[config.mk]
export PLATFORM = sky130hd
export DESIGN_NAME = bcd_event_counter
export DESIGN_NICKNAME = d
export VERILOG_FILES = /design/src/rtl/bcd_event_counter.sv
export SDC_FILE = /design/constraint.sdc
export NUM_CORES = 1
export LEC_CHECK = 0
export BUFFER_PORTS_ARGS = -buffer_cell sky130_fd_sc_hd__clkbuf_2
export CAP_MARGIN = 15
export CELL_PAD_IN_SITES_DETAIL_PLACEMENT = 0
export CELL_PAD_IN_SITES_GLOBAL_PLACEMENT = 2
export CORE_MARGIN = 5
export CORE_UTILIZATION = 39
export CTS_CLUSTER_SIZE = 12
export DETAILED_ROUTE_END_ITERATION = 6
export PLACE_DENSITY = 0.9
export SYNTH_ARGS = -nofsm -noshare
export SYNTH_HDL_FRONTEND = slang
export SYNTH_SLANG_ARGS = --single-unit
[constraint.sdc]
create_clock -name CP -period 7.5 [get_ports CP]
set_input_delay 1.125 -clock CP [delete_from_list [all_inputs] [get_ports CP]]
set_output_delay 1.125 -clock CP [all_outputs]
set_load 0.02 [all_outputs]
[src/rtl/bcd_event_counter.sv]
// bcd_event_counter
// Counts the selected edge of an asynchronous detector pin in DIGITS BCD
// digits. It has two modes:
//   - totalise: counts up or down, and either wraps or saturates at the ends.
//   - gated: counts events per GATE_CYCLES window and latches each result.
// det_counter is the live count. det_latched holds either a snapshot or the
// count of the last completed window.
module bcd_event_counter #(
  parameter int DIGITS      = 4,
  parameter int EDGE        = 0,
  parameter int SAT         = 0,
  parameter int SYNC_STAGES = 2,
  parameter int GATE_CYCLES = 1000000
) (
  input  logic                  CP,
  input  logic                  CR,
  input  logic                  detector,
  input  logic                  en,
  input  logic                  clr,
  input  logic                  mode,
  input  logic                  dir,
  input  logic                  snap,
  output logic [4*DIGITS-1:0]   det_counter,
  output logic [4*DIGITS-1:0]   det_latched,
  output logic                  valid,
  output logic                  ovf
);

  localparam int W  = 4 * DIGITS;
  localparam int TW = (GATE_CYCLES > 1) ? $clog2(GATE_CYCLES) : 1;

  // The sync chain and the history flop rest at the level the pin idles at
  // between counted edges. Releasing reset therefore never looks like an edge.
  localparam logic          IDLE      = (EDGE == 0) ? 1'b1 : 1'b0;
  localparam logic          SAT_EN    = (SAT != 0);
  localparam logic [TW-1:0] LAST_TICK = TW'(GATE_CYCLES - 1);

  // One BCD step across all digits in a single cycle.
  // Bit W is the carry/borrow out of the top digit. It is set only when the
  // value wraps: all-nines -> zero going up, or zero -> all-nines going down.
  function automatic logic [W:0] bcd_step(input logic [W-1:0] v, input logic up);
    logic [W-1:0] r;
    logic         c;
    logic [3:0]   d;
    r = v;
    c = 1'b1;
    for (int i = 0; i < DIGITS; i++) begin
      d = v[4*i +: 4];
      if (c) begin
        if (up) begin
          if (d == 4'd9) begin
            r[4*i +: 4] = 4'd0;
            c           = 1'b1;
          end else begin
            r[4*i +: 4] = d + 4'd1;
            c           = 1'b0;
          end
        end else begin
          if (d == 4'd0) begin
            r[4*i +: 4] = 4'd9;
            c           = 1'b1;
          end else begin
            r[4*i +: 4] = d - 4'd1;
            c           = 1'b0;
          end
        end
      end
    end
    return {c, r};
  endfunction

  logic [SYNC_STAGES-1:0] r_sync;
  logic                   r_hist;
  logic                   r_mode_prev;
  logic [W-1:0]           r_count;
  logic [W-1:0]           r_latched;
  logic [TW-1:0]          r_timer;
  logic                   r_valid;
  logic                   r_ovf;

  logic                   w_sync_out;
  logic                   w_ev;
  logic                   w_up;
  logic [W:0]             w_step;
  logic [W-1:0]           w_next_count;
  logic                   w_next_ovf;
  logic                   w_clear;

  assign w_sync_out = r_sync[SYNC_STAGES-1];
  assign w_ev       = (EDGE != 0) ? (w_sync_out & ~r_hist) : (~w_sync_out & r_hist);

  // Gated mode always counts up. dir only matters in totalise mode.
  assign w_up    = mode ? 1'b1 : dir;
  assign w_step  = bcd_step(r_count, w_up);

  // A mode switch restarts counting exactly as an explicit clear does.
  assign w_clear = clr | (mode != r_mode_prev);

  // Synchronise the detector pin and keep one cycle of history for the edge compare.
  always_ff @(posedge CP or posedge CR) begin
    if (CR) begin
      r_sync <= {SYNC_STAGES{IDLE}};
      r_hist <= IDLE;
    end else begin
      // NOTE: sequential state uses non-blocking assignments, so every flop in
      // the chain samples its pre-edge input and the chain shifts by exactly one stage.
      r_sync <= {r_sync[SYNC_STAGES-2:0], detector};
      r_hist <= w_sync_out;
    end
  end

  // Count value and overflow flag after this cycle's event, before clear and window-end handling.
  always_comb begin
    // NOTE: every output of this block gets a default first, so no path leaves it
    // unassigned and no latch is inferred.
    w_next_count = r_count;
    w_next_ovf   = r_ovf;
    if (en && w_ev) begin
      if (w_step[W]) begin
        // At a range end: saturate holds the current value (all-nines going up,
        // zero going down); wrap takes the stepped value.
        w_next_ovf = 1'b1;
        if (!(mode || SAT_EN)) begin
          w_next_count = w_step[W-1:0];
        end
      end else begin
        w_next_count = w_step[W-1:0];
      end
    end
  end

  // Count, gate timer, latch and valid pulse.
  // Priority order: clear/mode change first, then window end or snap, then the event.
  always_ff @(posedge CP or posedge CR) begin
    if (CR) begin
      r_mode_prev <= 1'b0;
      r_count     <= '0;
      r_latched   <= '0;
      r_timer     <= '0;
      r_valid     <= 1'b0;
      r_ovf       <= 1'b0;
    end else begin
      r_mode_prev <= mode;
      r_valid     <= 1'b0;
      if (w_clear) begin
        r_count <= '0;
        r_timer <= '0;
        r_ovf   <= 1'b0;
      end else if (!mode) begin
        r_count <= w_next_count;
        r_ovf   <= w_next_ovf;
        if (snap) begin
          r_latched <= w_next_count;
          r_valid   <= 1'b1;
        end
      end else if (en) begin
        r_ovf <= w_next_ovf;
        if (r_timer == LAST_TICK) begin
          // The window closes with this cycle's event included; the next window starts from zero.
          r_latched <= w_next_count;
          r_count   <= '0;
          r_timer   <= '0;
          r_valid   <= 1'b1;
        end else begin
          r_count <= w_next_count;
          r_timer <= r_timer + 1'b1;
        end
      end
    end
  end

  assign det_counter = r_count;
  assign det_latched = r_latched;
  assign valid       = r_valid;
  assign ovf         = r_ovf;

endmodule

==> metrics.txt <==
Worst-path clk slew=0.06 ns; pin count of the biggest net entering global routing=59; ys flop type=dfrtp_1; GP Congestion=0.866; ANT nets after route=0; worst min path class=reg -> reg; Post-Syn Nets=432; Worst Tran Pin Value=0.947 ns; worst setup path category=in -> reg; I/O pin total=42; post-synth top area share=0.367; leading area contributor after synthesis=dfrtp_1; Initial Util=0.403; CTS tree=built; CP Capture Type=flop; Hold Buf Count CTS=0; r2r worst-path depth=7; Static Leak=0.00173 uW; nets=464; WP data arrival=3.53 ns; top post-synthesis cells by count=dfrtp_1, nand2_1, o21ai_0; top-count cell post-synth=dfrtp_1; area grow syn2layout=14.1%; final hold viol count=0; FFs w/ async S/R, synth=1.00; WL final=9380 um; DRC violations left=0; register area share after synthesis=0.388; Yosys reg bits=58; first-pass GRT wire length=15900 um; initial antenna violation count=0; vias in the first global route=3173; Die Area=11700 um^2; Fillers=915; post-CTS setup buffer count=0; post-CTS sizing=0; clk_skew=0.00838 ns; synth warn=0; Max Cap Viol=0; Unique masters post-synth=66; H-tree depth=3; fmax=302 MHz; Worst-Skew Late Latency=0.34 ns; drt first pass iters=6; DP HPWL=6430 um; Synth Cell Area=3750 um^2; fraction of layout cells with a size suffix above 1=0.192; number of synthesized flops with an enable pin=0; ranking of synthesized cells by area=dfrtp_1, ha_1, o21ai_0; average wire per standard cell=16.3 um; Final setup viols=0; via/cell ratio=5.59; die height=108 um; worst path required time=7.71 ns; Root Driver=clkbuf_8; CTS sink cnt=58; Max Root-Sink Buffers=2; Power Dens Cells=169 nW/um^2; Total GRT Usage=0.169; reg2reg setup slack=4.58 ns; Row Count=35; max-slew violations=0; Die Wd=108 um; Tmin final=3.31 ns; Cells on Worst Hold Path=0; Mapped Cells=411; Fin Setup TNS=0 ns; via count=3225; total CTS buffers=9; crit start category=input port; final instance area=4280 um^2; DR iter-0 viols=151; Area after DPL=4040 um^2; worst-path maximum fanout=31; GR Overflow Total=0; RSZ-0062 raised after global routing=no; VDD IR max=80.0 uV; part of the cycle the worst path needs=0.442; Max transition margin=0.365; Mapped Avg Cell Area=9.14 um^2; run status=completed; core area=9330 um^2; Buffers on Ports=41; # diodes=0
layout by cell type (no fill, tap or decap), types with 5 or more instances in the layout:
cell | synthesis | layout
nand2_1 | 34 | 34
nor3_1 | 10 | 10
a31oi_1 | 5 | 5
xnor2_1 | 16 | 16
ha_1 | 13 | 13
a22o_1 | 9 | 9
o21ai_1 | 9 | 9
nor4b_1 | 5 | 5
clkbuf_8 | 0 | 9
clkbuf_2 | 0 | 41
o211ai_1 | 7 | 7
a21oi_1 | 19 | 18
inv_1 | 18 | 17
dfrtp_1 | 55 | 55
mux2i_1 | 11 | 11
o21ai_0 | 29 | 29
nor2b_1 | 5 | 5
nor2_1 | 26 | 26
a21o_1 | 7 | 7
nor4_1 | 6 | 6
nand3_1 | 15 | 15
layout make-up:
cell class	count	area, um^2	area share
clock inverter	5	103	0.0240
clock buffer	11	131	0.0307
inverter	18	67.6	0.0158
timing repair buffer	45	235	0.0549
multi-input combinational	311	2130	0.497
sequential	58	1460	0.340
tap	129	161	0.0377
state kept, by name, indices dropped and copies added, names as in the netlist:
name and flops:
det_counter 16, det_latched 16, ovf 1, r_hist 1, r_mode_prev 1, r_sync 2, r_timer 20, valid 1
worst max-delay path, cell delays in order:
cell and delay (ns):
clkbuf_2 0.33, or4b_4 0.64, a211oi_1 0.52, and4_1 0.58, o21a_1 0.24, o21ai_0 0.09
layer usage:
| metal | GRT usage | vias up | part of all wire |
|---|---|---|---|
| met5 | 0 | - | 0 |
| met4 | 0.0487 | 0 | 0.0095 |
| met3 | 0.0364 | 8 | 0.041 |
| met2 | 0.259 | 68 | 0.45 |
| met1 | 0.241 | 1573 | 0.50 |
| li1 | - | 1576 | - |
path summary, 6_finish.rpt:
| path | from | to |
|---|---|---|
| worst max register to register | det_counter[1] | det_counter[12] |
| min in group asynchronous | CR | r_timer[0] |
| worst min-delay path | r_sync[0] | r_sync[1] |
| worst max-delay path | mode | det_counter[12] |
| worst min register to register | r_sync[0] | r_sync[1] |
| max in group asynchronous | CR | det_latched[8] |
cells by family (layout without fill, tap and decap cells):
group / count (synthesis) / in the layout / share of synthesized area
and+or+nand+nor: 139 / 139 / 0.210
AOI/OAI and AO/OA: 127 / 127 / 0.233
DFF: 58 / 58 / 0.388
buffers and inverters: 42 / 79 / 0.0463
xor gates and xnor gates: 18 / 18 / 0.0420
muxes: 14 / 14 / 0.0383
adders and majority gates: 13 / 13 / 0.0433
report_power, final:
group          switching [uW]  leakage, uW  internal, uW
sequential               2.65     0.000795           317
clock                     129     0.000114           220
combinational            37.8     0.000826          16.0
metrics by stage:
step	power (uW)	hold slack, ns	instances	worst slack, ns	util
6_report	724	0.357	577	4.19	0.459
2_1_floorplan	364	0.345	411	4.62	-
4_1_cts	730	0.360	576	4.25	0.458
5_1_grt	751	0.363	577	4.02	0.459
3_5_place_dp	380	0.350	560	3.93	0.433
3_3_place_gp	378	0.347	560	4.00	0.433
Power figures use the tool's default switching activity.
